$ cat config.mk
export PLATFORM = sky130hd
export DESIGN_NAME = led_fb_write_arbiter
export DESIGN_NICKNAME = d
export VERILOG_FILES = /design/src/rtl/led_fb_write_arbiter.sv
export SDC_FILE = /design/constraint.sdc
export NUM_CORES = 1
export LEC_CHECK = 0
export CAP_MARGIN = 20
export CORE_UTILIZATION = 40
export CTS_BUF_LIST = sky130_fd_sc_hd__clkbuf_16
export DETAILED_ROUTE_END_ITERATION = 6
export HOLD_SLACK_MARGIN = 0.15
export PLACE_DENSITY_LB_ADDON = 0.05
export SYNTH_ARGS = -nofsm -noshare
export SYNTH_HDL_FRONTEND = slang
export SYNTH_SLANG_ARGS = --single-unit
$ cat constraint.sdc
create_clock -name clk -period 5 [get_ports clk]
set_input_delay 1 -clock clk [delete_from_list [all_inputs] [get_ports clk]]
set_output_delay 1 -clock clk [all_outputs]
set_load 0.05 [all_outputs]
$ cat src/rtl/led_fb_write_arbiter.sv
// Round-robin write-port arbiter for a double-buffered LED matrix framebuffer.
// Writers fill the back page (~display_page); a filled page is swapped in only
// on a scanner frame boundary so a partially drawn frame is never displayed.
module led_fb_write_arbiter #(
  parameter int unsigned NUM_REQ = 2,
  parameter int unsigned X_RES   = 32,
  parameter int unsigned Y_RES   = 16,
  parameter int unsigned Y_SHIFT = 5,
  parameter int unsigned PIX_W   = 9
) (
  input  logic                    clk,
  input  logic                    reset_n,
  input  logic [NUM_REQ-1:0]      req_valid,
  output logic [NUM_REQ-1:0]      req_ready,
  input  logic [8*NUM_REQ-1:0]    req_x,
  input  logic [8*NUM_REQ-1:0]    req_y,
  input  logic [24*NUM_REQ-1:0]   req_rgb,
  input  logic [NUM_REQ-1:0]      req_last,
  input  logic                    frame_done,
  output logic                    fb_we,
  output logic [PIX_W:0]          fb_addr,
  output logic [7:0]              fb_r,
  output logic [7:0]              fb_g,
  output logic [7:0]              fb_b,
  output logic                    display_page,
  output logic                    swap_pending,
  output logic [7:0]              drop_count
);

  localparam int unsigned PtrW = (NUM_REQ > 1) ? $clog2(NUM_REQ) : 1;
  localparam int unsigned YW   = PIX_W - Y_SHIFT;

  typedef enum logic {StFill, StPending} page_st_e;

  page_st_e          state_q;
  logic [PtrW-1:0]   ptr_q;
  logic [NUM_REQ-1:0] grant;
  logic [PtrW-1:0]   gnt_idx;
  int unsigned       idx;
  logic              accept;
  logic [7:0]        sel_x;
  logic [7:0]        sel_y;
  logic [23:0]       sel_rgb;
  logic              sel_last;
  logic              in_range;
  logic [PIX_W-1:0]  pix_addr;

  // Rotating priority search: first valid requester at or above the pointer.
  always_comb begin
    grant   = '0;
    gnt_idx = '0;
    idx     = 0;
    for (int unsigned k = 0; k < NUM_REQ; k++) begin
      idx = (32'(ptr_q) + k) % NUM_REQ;
      if (grant == '0 && req_valid[idx]) begin
        grant[idx] = 1'b1;
        gnt_idx    = PtrW'(idx);
      end
    end
  end

  // Nothing is accepted while a finished back page waits for the swap, or in reset.
  assign req_ready    = (reset_n && !swap_pending) ? grant : '0;
  assign accept       = |(req_valid & req_ready);
  assign swap_pending = (state_q == StPending);

  // Beat fields of the granted requester; range check uses the full 8-bit coords.
  always_comb begin
    sel_x    = req_x[8*gnt_idx +: 8];
    sel_y    = req_y[8*gnt_idx +: 8];
    sel_rgb  = req_rgb[24*gnt_idx +: 24];
    sel_last = req_last[gnt_idx];
    in_range = (32'(sel_x) < X_RES) && (32'(sel_y) < Y_RES);
    pix_addr = PIX_W'((32'(sel_y[YW-1:0]) << Y_SHIFT) | 32'(sel_x[Y_SHIFT-1:0]));
  end

  // Pointer advances past the requester that was just served.
  always_ff @(posedge clk or negedge reset_n) begin
    if (!reset_n) begin
      ptr_q <= '0;
    end else if (accept) begin
      ptr_q <= PtrW'((32'(gnt_idx) + 1) % NUM_REQ);
    end
  end

  // Registered write port, one cycle after accept, always into the back page.
  always_ff @(posedge clk or negedge reset_n) begin
    if (!reset_n) begin
      fb_we   <= 1'b0;
      fb_addr <= '0;
      fb_r    <= '0;
      fb_g    <= '0;
      fb_b    <= '0;
    end else begin
      fb_we <= accept && in_range;
      if (accept && in_range) begin
        fb_addr <= {~display_page, pix_addr};
        fb_r    <= sel_rgb[23:16];
        fb_g    <= sel_rgb[15:8];
        fb_b    <= sel_rgb[7:0];
      end
    end
  end

  // Saturating count of beats accepted but discarded for out-of-range coordinates.
  always_ff @(posedge clk or negedge reset_n) begin
    if (!reset_n) begin
      drop_count <= '0;
    end else if (accept && !in_range && drop_count != 8'hff) begin
      drop_count <= drop_count + 8'd1;
    end
  end

  // Page FSM: frame_done is only honoured once PENDING is already visible,
  // so the last write (one cycle after its accept) always precedes the swap.
  always_ff @(posedge clk or negedge reset_n) begin
    if (!reset_n) begin
      state_q      <= StFill;
      display_page <= 1'b0;
    end else begin
      unique case (state_q)
        StFill: begin
          if (accept && sel_last) state_q <= StPending;
        end
        StPending: begin
          if (frame_done) begin
            state_q      <= StFill;
            display_page <= ~display_page;
          end
        end
        default: state_q <= StFill;
      endcase
    end
  end

endmodule

==> results_dict.tcl <==
set metrics [dict create \
    dr.pass1.iters 2 \
    antenna_cells 0 \
    holdCritPathClass "register to register" \
    numCtsBuffers 5 \
    fin_nets 422 \
    cts_tree "yes" \
    grt_overflow 0 \
    grt_first_pass_wirelength_um 7630 \
    startpoint "req_valid[0]" \
    critPathLaunchType "input port" \
    drt-initial-drc-count 60 \
    yosysMostFrequentCell "dfrtp_1" \
    htreeDepth 2 \
    synth_enable_flop_cells 0 \
    die_h_um 75.7 \
    placed_cell_area_mm2 0.00352 \
    critPathCaptureType "primary output" \
    clock.fmax_mhz 278 \
    syn_nets 292 \
    ys_seq_area_share_pct 52.9 \
    cts_hold_buf 0 \
    cts.sinks 46 \
    r2r-end "fb_g[3]$_DFFE_PN0P_" \
    final_cell_area_mm2 0.00371 \
    antenna_found_initial 0 \
    dpl.hpwl_um 3920 \
    drc 0 \
    fin_util_pct 71.8 \
    grt_pass1_vias 1747 \
    core_mm2 0.00517 \
    maxCapViolCount 0 \
    fp.dieW_um 75.7 \
    critical_path.max_fanout 4 \
    syn_inst 204 \
    fin_worst_skew_ns 0.00331 \
    cts_setup_buffers 0 \
    hold_violations 0 \
    ios 134 \
    syn2layout_area_growth_pct 70.7 \
    cts_buffer_depth 2 \
    maxSlewHeadroom_pct 29.8 \
    grt_start_max_net_pins 69 \
    ys_types 30 \
    finalNonFillerCells 405 \
    yosysTopAreaCell "dfrtp_1" \
    worstMarginPinSlew_ns 1.05 \
    synth_commonest_cells "46 x dfrtp_1, 35 x a21oi_1, 35 x mux2i_1" \
    power_leakage_nw 1.67 \
    totalWireLength_um 5240 \
    fill_cells 411 \
    cts-resized-gates 0 \
    slew_violations 0 \
    status "finished clean" \
    r2r_start "ptr_q$_DFFE_PN0P_" \
    crit_end "req_ready[1]" \
    yosys-top-cells-area "dfrtp_1 53%, mux2i_1 16%, a21oi_1 8.1%" \
    synth_warnings 0 \
    clk_pin_slew_ns 0.06 \
    cts_root_buf "clkbuf_16" \
    die-area_mm2 0.00574 \
    fin_crit_ns 3.60 \
    routed-via-count 1938 \
    routedWlPerCell_um 12.9 \
    drive_above_1_share_pct 4.18 \
    worstRegToRegCells 4 \
    p_per_area_mw_per_mm2 405 \
    initial_core_util_pct 42.0 \
    synth-main-ff-cell "dfrtp_1" \
    dp.cells 397 \
    drt-vias-per-instance 4.79 \
    mappedNetlistArea_mm2 0.00217 \
    setup_viol 0 \
    crit_type "input port to primary output" \
    rsz0062_at_grt "no" \
    required_ns 4.00 \
    synth_seq_cells 46 \
    tns_ns 0 \
    cp.arrival_ns 2.60 \
    clk_latency_ns 0.28 \
    min_period_over_period_pct 72.0 \
    vdd_drop_max_mv 0.425 \
    numPortBuffers 133 \
    synth_async_sr_flop_share_pct 100 \
    grt_usage_pct 17.7 \
    gp_congestion 0.774 \
    rrSetupSlack_ns 3.01 \
    avgSynthCellArea_um2 10.7 \
    ant_nets 0 \
    rows 26 \
    synth_top_area_share_pct 52.9 \
]
worst max-delay path, cell delays in order:
cell and delay (ns):
clkdlybuf4s50_1 0.45, nand2b_1 0.16, and3_1 0.18, clkdlybuf4s50_1 0.80
per-stage QoR:
stage	hold WS, ns	power, mW	setup WS [ns]
after floorplan	0.472	0.863	1.89
after global placement	0.503	1.10	1.43
after detailed placement	0.500	1.10	1.40
after CTS	0.515	1.52	1.40
after global routing	0.524	1.57	1.35
final	0.508	1.50	1.40
flip-flops by register name, summed over array words and instances (netlist names):
| register | cells |
|---|---|
| drop_count | 8 |
| fb_addr | 10 |
| fb_r | 8 |
| swap_pending | 1 |
| fb_g | 8 |
| fb_we | 1 |
| display_page | 1 |
| fb_b | 8 |
| ptr_q | 1 |
placed cells by master, fill, tap and decap left out, types with 2 or more instances in the layout:
cell and count:
buf_4 2, nand4_1 4, bufinv_16 2, nor2_1 34, a21oi_1 35, nand2b_1 2, clkdlybuf4s50_1 132, inv_1 2
dfrtp_1 46, nand2_1 7, clkbuf_16 5, mux2i_1 35, and3_1 4, xnor2_1 7
routing by layer:
metal	global-route usage (%)	vias to the layer above	share of wire [%]
met3	5.82	2	10
met2	30.0	88	47
met1	21.8	884	43
met5	0	-	0
li1	-	964	-
met4	4.32	0	0.34
worst min-delay path by stage:
stage	to	slack [ns]	cells past startpoint	from
floorplan	ptr_q$_DFFE_PN0P_	0.47	1	ptr_q$_DFFE_PN0P_
global placement	drop_count[2]$_DFFE_PN0P_	0.50	1	drop_count[2]$_DFFE_PN0P_
detailed placement	drop_count[7]$_DFFE_PN0P_	0.50	1	drop_count[7]$_DFFE_PN0P_
CTS	drop_count[7]$_DFFE_PN0P_	0.52	1	drop_count[7]$_DFFE_PN0P_
global route	drop_count[7]$_DFFE_PN0P_	0.52	1	drop_count[7]$_DFFE_PN0P_
finish	drop_count[7]$_DFFE_PN0P_	0.51	1	drop_count[7]$_DFFE_PN0P_
power by group:
part	switching, mW	internal, mW
Clock	0.129	0.284
Combinational	0.349	0.246
Sequential	0.0566	0.439
layout make-up:
cell class	instances	area [um^2]	share of cell area (%)
clock inverters	3	63.8	1.72
well taps	70	87.6	2.36
inverters	2	7.51	0.202
multi-input cells	144	936	25.2
flip-flops and latches	46	1150	31.0
clock buffers	5	125	3.37
repair buffers	135	1340	36.1
cells by family (layout without fill, tap and decap cells):
logic type | count (synthesis) | after routing | synth area share [%]
and+or+nand+nor | 59 | 59 | 12.1
DFF | 46 | 46 | 52.9
AOI/OAI and AO/OA | 40 | 40 | 10.2
muxes | 36 | 36 | 16.8
buffers and inverters | 14 | 145 | 4.14
xor gates and xnor gates | 8 | 8 | 3.22
adders and majority gates | 1 | 1 | 0.575
No activity file was read; power rests on OpenSTA's default activity.
